$ cat src/rtl/imem_loader.sv
// Instruction-memory loader: turns a length-prefixed big-endian byte stream into
// 16-bit instruction-memory writes and holds the CPU in reset until the load is done.
module imem_loader #(
  parameter logic [15:0] BASE_ADDR = 16'h0000,
  parameter int          MAX_WORDS = 256
) (
  input  logic        clock,
  input  logic        reset,
  input  logic        start,
  input  logic        abort,
  input  logic        in_valid,
  input  logic [7:0]  in_data,
  output logic        in_ready,
  output logic        mem_we,
  output logic [15:0] mem_addr,
  output logic [15:0] mem_wdata,
  output logic        cpu_hold,
  output logic        busy,
  output logic        done,
  output logic        error,
  output logic [15:0] words_loaded
);

  localparam logic [16:0] MAX_W = 17'(MAX_WORDS);

  typedef enum logic [2:0] {
    IDLE, LEN_HI, LEN_LO, DATA_HI, DATA_LO, WRITE, DONE, ERROR
  } state_t;

  state_t      state_q, state_d;
  logic [15:0] count_q, count_d;
  logic [7:0]  hi_q, hi_d;
  logic [15:0] wdata_q, wdata_d;
  logic [15:0] addr_q, addr_d;
  logic [15:0] wl_q, wl_d;
  logic        in_ready_q, in_ready_d;
  logic        mem_we_q, mem_we_d;
  logic        cpu_hold_q, cpu_hold_d;
  logic        busy_q, busy_d;
  logic        done_q, done_d;
  logic        error_q, error_d;
  logic        xfer;

  assign xfer = in_valid && in_ready_q;

  always_comb begin
    state_d = state_q;
    count_d = count_q;
    hi_d    = hi_q;
    wdata_d = wdata_q;
    addr_d  = addr_q;
    wl_d    = wl_q;
    case (state_q)
      IDLE, DONE, ERROR: begin
        if (start) begin
          state_d = LEN_HI;
          wl_d    = '0;
          addr_d  = BASE_ADDR;
        end
      end
      LEN_HI: begin
        if (abort) begin
          state_d = ERROR;
        end else if (xfer) begin
          count_d = {in_data, count_q[7:0]};
          state_d = LEN_LO;
        end
      end
      LEN_LO: begin
        if (abort) begin
          state_d = ERROR;
        end else if (xfer) begin
          count_d = {count_q[15:8], in_data};
          if (count_d == 16'd0)
            state_d = DONE;
          else if ({1'b0, count_d} > MAX_W)
            state_d = ERROR;
          else
            state_d = DATA_HI;
        end
      end
      DATA_HI: begin
        if (abort) begin
          state_d = ERROR;
        end else if (xfer) begin
          hi_d    = in_data;
          state_d = DATA_LO;
        end
      end
      DATA_LO: begin
        if (abort) begin
          state_d = ERROR;
        end else if (xfer) begin
          wdata_d = {hi_q, in_data};
          state_d = WRITE;
        end
      end
      WRITE: begin
        // The write in this cycle always lands, even if abort arrives with it.
        wl_d   = wl_q + 16'd1;
        addr_d = addr_q + 16'd2;
        if (abort)
          state_d = ERROR;
        else if (wl_d == count_q)
          state_d = DONE;
        else
          state_d = DATA_HI;
      end
      default: state_d = IDLE;
    endcase

    in_ready_d = (state_d == LEN_HI) || (state_d == LEN_LO) ||
                 (state_d == DATA_HI) || (state_d == DATA_LO);
    mem_we_d   = (state_d == WRITE);
    busy_d     = in_ready_d || mem_we_d;
    done_d     = (state_d == DONE);
    error_d    = (state_d == ERROR);
    cpu_hold_d = (state_d != DONE);
  end

  always_ff @(posedge clock or posedge reset) begin
    if (reset) begin
      state_q    <= IDLE;
      count_q    <= '0;
      hi_q       <= '0;
      wdata_q    <= '0;
      addr_q     <= BASE_ADDR;
      wl_q       <= '0;
      in_ready_q <= 1'b0;
      mem_we_q   <= 1'b0;
      cpu_hold_q <= 1'b1;
      busy_q     <= 1'b0;
      done_q     <= 1'b0;
      error_q    <= 1'b0;
    end else begin
      state_q    <= state_d;
      count_q    <= count_d;
      hi_q       <= hi_d;
      wdata_q    <= wdata_d;
      addr_q     <= addr_d;
      wl_q       <= wl_d;
      in_ready_q <= in_ready_d;
      mem_we_q   <= mem_we_d;
      cpu_hold_q <= cpu_hold_d;
      busy_q     <= busy_d;
      done_q     <= done_d;
      error_q    <= error_d;
    end
  end

  assign in_ready     = in_ready_q;
  assign mem_we       = mem_we_q;
  assign mem_addr     = addr_q;
  assign mem_wdata    = wdata_q;
  assign cpu_hold     = cpu_hold_q;
  assign busy         = busy_q;
  assign done         = done_q;
  assign error        = error_q;
  assign words_loaded = wl_q;

endmodule

$ cat config.mk
export PLATFORM = sky130hd
export DESIGN_NAME = imem_loader
export DESIGN_NICKNAME = d
export VERILOG_FILES = /design/src/rtl/imem_loader.sv
export SDC_FILE = /design/constraint.sdc
export NUM_CORES = 1
export LEC_CHECK = 0
export ABC_CLOCK_PERIOD_IN_PS = 2500
export CAP_MARGIN = 10
export CORE_ASPECT_RATIO = 0.9
export CORE_MARGIN = 8
export CORE_UTILIZATION = 49
export CTS_CLUSTER_SIZE = 14
export DETAILED_ROUTE_END_ITERATION = 6
export GPL_TIMING_DRIVEN = 0
export PLACE_DENSITY_LB_ADDON = 0.15
export SLEW_MARGIN = 5
export SYNTH_ARGS = -nofsm -noshare
export SYNTH_HDL_FRONTEND = slang
export SYNTH_SLANG_ARGS = --single-unit
$ cat constraint.sdc
create_clock -name clock -period 2.5 [get_ports clock]
set_input_delay 0.5 -clock clock [delete_from_list [all_inputs] [get_ports clock]]
set_output_delay 0.5 -clock clock [all_outputs]
set_load 0.01 [all_outputs]
==> summary.md, run 1 <==
| Metric | Value |
|---|---|
| Largest net degree at the start of global routing | `32` |
| Setup tns final | `0 ps` |
| Fill count | `701` |
| Sequential share of the synthesized area | `46.7%` |
| Crit Path Category | `flip-flop to flip-flop` |
| Max_slew headroom | `40.4%` |
| H-tree levels | `3` |
| Vias in the first global route | `3780` |
| Number of vias per cell | `5.66` |
| VDD IR max | `0.562 mV` |
| Pre-Repair DR Iteration Count | `5` |
| Die area | `12000 um2` |
| Total routed wirelength | `11200 um` |
| Final GP Congestion | `0.892` |
| Synthesized instance count | `435` |
| N_diodes | `0` |
| Setup violations, final | `0` |
| DRC | `0` |
| Leading register cell type out of synthesis | `dfrtp_1` |
| Clk root buf | `clkbuf_8` |
| EDFF count, synth | `0` |
| Sink Count | `80` |
| Layout Skew | `10.1 ps` |
| Syn_area_per_cell | `9.86 um2` |
| Switching share of power | `37.7%` |
| Final Cycle Share | `99.2%` |
| Power Internal | `0.00320 W` |
| Clock transition at path regs | `90 ps` |
| CP Max Fanout | `5` |
| Yosys warnings | `0` |
| Nets@finish | `539` |
| Utilization after layout | `65.5%` |
| Antenna violations before repair | `0` |
| Site Rows | `32` |
| Worst skew pair latency | `360 ps` |
| Worst Setup End Kind | `flip-flop` |
| F_max | `403 MHz` |
| Pwr Total | `0.00513 W` |
| IO Port Bufs | `64` |
| Total leakage power | `2.44 nW` |
| CP arrival | `2760 ps` |
| Gr usage total | `19.7%` |
| CTS tree | `done` |
| P_sw | `0.00193 W` |
| Tmin final | `2480 ps` |
| WP data required | `2780 ps` |
| Worst Hold Class | `flip-flop to flip-flop` |
| Core area | `8530 um2` |
| Via count | `3667` |
| DR iter-0 viols | `169` |
| First-pass GRT wire length | `19100 um` |
| Sequential share of power | `38.3%` |
| Distinct cell type count after synthesis | `65` |
| Fraction of layout cells with a size suffix above 1 | `20.6%` |
| Total gr overflow | `0` |
| Longest Clk Path Bufs | `2` |
| Hpwl dp | `8090 um` |
| Ratio of total power to cell area | `919 nW/um2` |
| RSZ-0062 raised after global routing | `yes` |
| Die width | `115 um` |
| Num ports | `67` |
| Synth Net Count | `450` |
| Asr flop ratio synth | `100%` |
| Starting density of the core | `50.3%` |
| Combinational power share | `42.0%` |
| Yosys reg bits | `80` |
| Final hold vios | `0` |
| FF/Latch Area | `2010 um2` |
| CTS Buf Count | `9` |
| Die Span Y | `105 um` |
| Part of the power in the clock network | `19.7%` |
| Avg WL per Cell | `17.3 um` |
| Slew Viols, Final | `0` |
| Setup crit start kind | `flip-flop` |
| Routed Antenna Nets | `0` |
| Worst-Margin Slew | `885 ps` |
| Mapped cell area | `4290 um2` |
| Area Overhead vs Synth | `30.2%` |
| Number of max-cap violations | `0` |
| Outcome | `finished, final reports clean` |
| Multi-input gate area | `2240 um2` |
## Yosys cell counts (4+ instances only)
| master | number | area share [%] |
|---|---|---|
| nand2b_1 | 4 | 0.58 |
| a21oi_1 | 6 | 0.70 |
| and2_2 | 4 | 0.70 |
| nor4_1 | 4 | 0.58 |
| a31oi_1 | 6 | 0.88 |
| nand4_1 | 8 | 1.2 |
| nand3_1 | 20 | 2.3 |
| xor2_1 | 8 | 1.6 |
| nand2_1 | 75 | 6.6 |
| clkbuf_1 | 11 | 0.96 |
| mux2_2 | 25 | 6.6 |
| and2_1 | 5 | 0.73 |
| dfrtp_1 | 79 | 46 |
| buf_6 | 5 | 1.3 |
| nor2_1 | 24 | 2.1 |
| o21ai_0 | 46 | 5.4 |
| xnor2_1 | 15 | 3.1 |
| nor3_1 | 7 | 0.82 |
| o31ai_1 | 4 | 0.70 |
| and3_1 | 10 | 1.5 |
| buf_4 | 5 | 0.88 |
## routing by layer
metal  routed length [um]  GRT usage (%)  up-vias
met5                    0              0        -
met4                  255           7.50        0
met3                  905           5.64       23
met2                 5190           31.2      129
met1                 4860           24.8     1783
li1                     -              -     1732
## per-stage QoR
step	hold slack (ps)	cell area [um2]	cells	worst slack, ps
2_1_floorplan	435	4290	435	0.928
3_3_place_gp	453	5080	618	-267
3_5_place_dp	455	5120	620	-356
4_1_cts	478	5540	646	6.55
5_1_grt	507	5580	648	-72.6
6_report	472	5580	648	19.5
## sequential cells by signal, summed over array words and instances, names as in the netlist
signal        cells
hi_q              8
in_ready          1
mem_wdata        16
error             1
mem_addr         15
count_q          16
words_loaded     16
done              1
busy              1
state_q           3
mem_we            1
cpu_hold          1
## power groups by stage
stage | Clock, W | Sequential, W | Combinational [W]
final | 0.00101 | 0.00196 | 0.00216
after global placement | 0 | 0.00197 | 0.00191
after floorplan | 0 | 0.00197 | 0.00124
after global routing | 0.00109 | 0.00202 | 0.00236
after detailed placement | 0 | 0.00199 | 0.00197
after CTS | 0.00103 | 0.00196 | 0.00212
## area by class of cell
class,count,area share (%)
inverters,4,0.336
flip-flops and latches,80,36.1
clock buffers,9,2.22
multi-input cells,328,40.1
repair buffers,78,14.3
clock inverters,7,1.50
plain buffers,23,2.89
well taps,119,2.67
## cell usage in the layout, fill, tap and decap left out, types with 5 or more instances in the layout
cell type        instances
nor2_1                  23
o21ai_0                 46
mux2_2                  25
xnor2_1                 14
clkbuf_1                 9
nor3_1                   7
dfrtp_1                 71
buf_6                    6
and2_1                   5
dfrtp_2                  8
nand3_1                 19
xor2_1                   8
nand2_1                 74
a21oi_1                  6
buf_4                   15
nand4_1                  8
clkbuf_8                 9
and3_1                  10
a31oi_1                  6
clkdlybuf4s50_1         64
## critical path, stage by stage, from the launching register on
cell and delay, ps:
dfrtp_2 420, ha_4 180, nand3_4 120, buf_8 170
nor4_4 300, a211oi_2 130, a2111oi_4 260, nand4bb_2 210
a21o_4 270, a2111o_1 360
## worst paths after layout
| check | startpoint | end | slack (ps) | cells after the start |
|---|---|---|---|---|
| worst max register to register | words_loaded[1]$_DFFE_PP0P_ | cpu_hold$_DFF_PP1_ | 20 | 9 |
| max in group asynchronous | reset | mem_wdata[0]$_DFFE_PP0P_ | 1440 | 3 |
| min in group asynchronous | reset | state_q[2]$_DFF_PP0_ | 530 | 2 |
| worst max-delay path | words_loaded[1]$_DFFE_PP0P_ | cpu_hold$_DFF_PP1_ | 20 | 9 |
| worst min-delay path | hi_q[0]$_DFFE_PP0P_ | mem_wdata[8]$_DFFE_PP0P_ | 470 | 2 |
| worst min register to register | hi_q[0]$_DFFE_PP0P_ | mem_wdata[8]$_DFFE_PP0P_ | 470 | 2 |
## cell families (layout without fill, tap and decap cells)
group / Yosys count / count (layout) / share of synthesized area, %
xor+xnor: 24 / 24 / 5.22
mux: 27 / 27 / 7.03
compound gates: 87 / 87 / 13.8
fa+ha+maj: 2 / 2 / 0.584
other cells: 1 / 1 / 0.0875
flops: 80 / 80 / 46.7
simple gates: 187 / 187 / 22.8
buf+inv: 27 / 121 / 3.73
## repair_timing
action                                  4_1_cts  5_1_grt
buffers inserted                              9        2
pin swaps                                     8        5
gates cloned                                  1        0
resized for setup                            25        9
hold buffers                                  0        0
endpoints found under the setup margin        7       14
Note: power is estimated with default switching activity, not from simulation.
==> inputs of run 2 (changes only) <==
--- a/config.mk
+++ b/config.mk
@@ -6,7 +6,7 @@
 export NUM_CORES = 1
 export LEC_CHECK = 0
 export ABC_CLOCK_PERIOD_IN_PS = 2500
-export CAP_MARGIN = 10
+export CAP_MARGIN = 0
 export CORE_ASPECT_RATIO = 0.9
 export CORE_MARGIN = 8
 export CORE_UTILIZATION = 49
==> results of run 2 <==
Final layout, timing and power as in run 1 (identical DEF).
==> variant, RTL diff (settings of run 2) <==
Remove the register `error_q`: a continuous assignment takes its place, so the output `error` follows one clock earlier.
--- a/src/rtl/imem_loader.sv
+++ b/src/rtl/imem_loader.sv
@@ -131,7 +131,6 @@
       cpu_hold_q <= 1'b1;
       busy_q     <= 1'b0;
       done_q     <= 1'b0;
-      error_q    <= 1'b0;
     end else begin
       state_q    <= state_d;
       count_q    <= count_d;
@@ -144,9 +143,10 @@
       cpu_hold_q <= cpu_hold_d;
       busy_q     <= busy_d;
       done_q     <= done_d;
-      error_q    <= error_d;
     end
   end
+
+  assign error_q = error_d;
 
   assign in_ready     = in_ready_q;
   assign mem_we       = mem_we_q;
Function: changed (Yosys sat finds a counterexample within 4 cycles, from zero or initial values and one cycle with reset high).
==> variant against run 2 <==
  * The flow now finishes with violations (setup timing)
  * Routed wire length rose by 2.3%
  * Cell area is 2.9% higher
  * Sequential cell count fell by 1
  * Fmax is 22% lower
  * Clock power is 4% higher
  * Worst setup slack worse by 0.72 ns
  * Power grew 3.0%
  * Synthesized area decreased by 0.58%
  * Clock skew rose by 0.0083 ns
  * Critical path type is now flip-flop to primary output
  * Largest power group unchanged
==> variant: results <==
metrics = {
    "outcome": {
        "outcome": "complete, but fails checks",
        "failed_checks": "setup timing",
    },
    "logic_synthesis": {
        "synth-seq-cells": 79,
        "synth.mux.area_fraction_pct": 7.07,
        "netlist_top_cells_count": "sky130_fd_sc_hd__dfrtp_1 (78), sky130_fd_sc_hd__nand2_1 (75), sky130_fd_sc_hd__o21ai_0 (46), sky130_fd_sc_hd__mux2_2 (25), sky130_fd_sc_hd__nor2_1 (24)",
        "synthesis.nets": 449,
    },
    "route": {
        "drt-initial-drc-count": 215,
        "detail_route.wl_per_cell_um": 17.2,
    },
    "min_path": {
        "worstHoldStart": "hi_q[4]$_DFFE_PP0P_",
    },
    "critical_path": {
        "cp_slowest_stage_delay_ns": 0.46,
        "worstRegToRegCells": 10,
    },
    "power_and_ir_drop": {
        "pwr-share-clk_pct": 19.9,
    },
    "final_layout": {
        "filler_cell_count": 672,
        "num-nonclk-buffers": 120,
        "clock_cell_area_share_pct": 3.70,
        "area_share_nonclk_buffers_pct": 19.0,
    },
    "place": {
        "dp_hpwl_mm": 8.11,
        "routabilityCongestion": 0.900,
        "pre_cts_ws_ns": -0.965,
    },
    "global_route": {
        "grt.met3_usage_pct": 5.46,
        "vias_in_the_first_global_route": 3682,
        "global_route.usage.met1_pct": 25.6,
        "gr-usage-all-layers_pct": 19.8,
    },
    "sta": {
        "worst_slack_ns": -0.698,
        "maxSlewHeadroom_pct": 45.8,
        "setup_viol": 3,
        "hold_slack_ns": 0.470,
        "timing.final.crit_period_ns": 3.20,
    },
    "clock_network": {
        "post_cts.repair.setup_buffers": 24,
    },
}
-- variant: cell types whose count changed in the layout (fill, tap and decap cells not counted), sizes merged --
cell	before	now
inv	6	3
clkdlybuf4s50	64	63
dfrtp	79	78
bufbuf	1	0
clkbuf	21	23
bufinv	1	2
buf	24	45
-- variant: worst max path at each step --
stage,endpoint,from,depth (start not counted),slack (ns)
after global placement,error,in_data[7],9,-0.94
after detailed placement,error,state_q[1]$_DFF_PP0_,7,-0.96
after global routing,error,words_loaded[1]$_DFFE_PP0P_,10,-0.80
after CTS,error,words_loaded[4]$_DFFE_PP0P_,9,-0.72
after floorplan,error,words_loaded[0]$_DFFE_PP0P_,9,-0.19
final,error,words_loaded[1]$_DFFE_PP0P_,10,-0.70
-- variant: per-stage QoR --
step                      area (um^2)  total power [uW]  std cells
after floorplan                  4330              3260        434
after global placement           5120              3930        617
after detailed placement         5160              3990        619
after CTS                        5630              5170        659
after global routing             5740              5620        666
final                            5740              5280        666
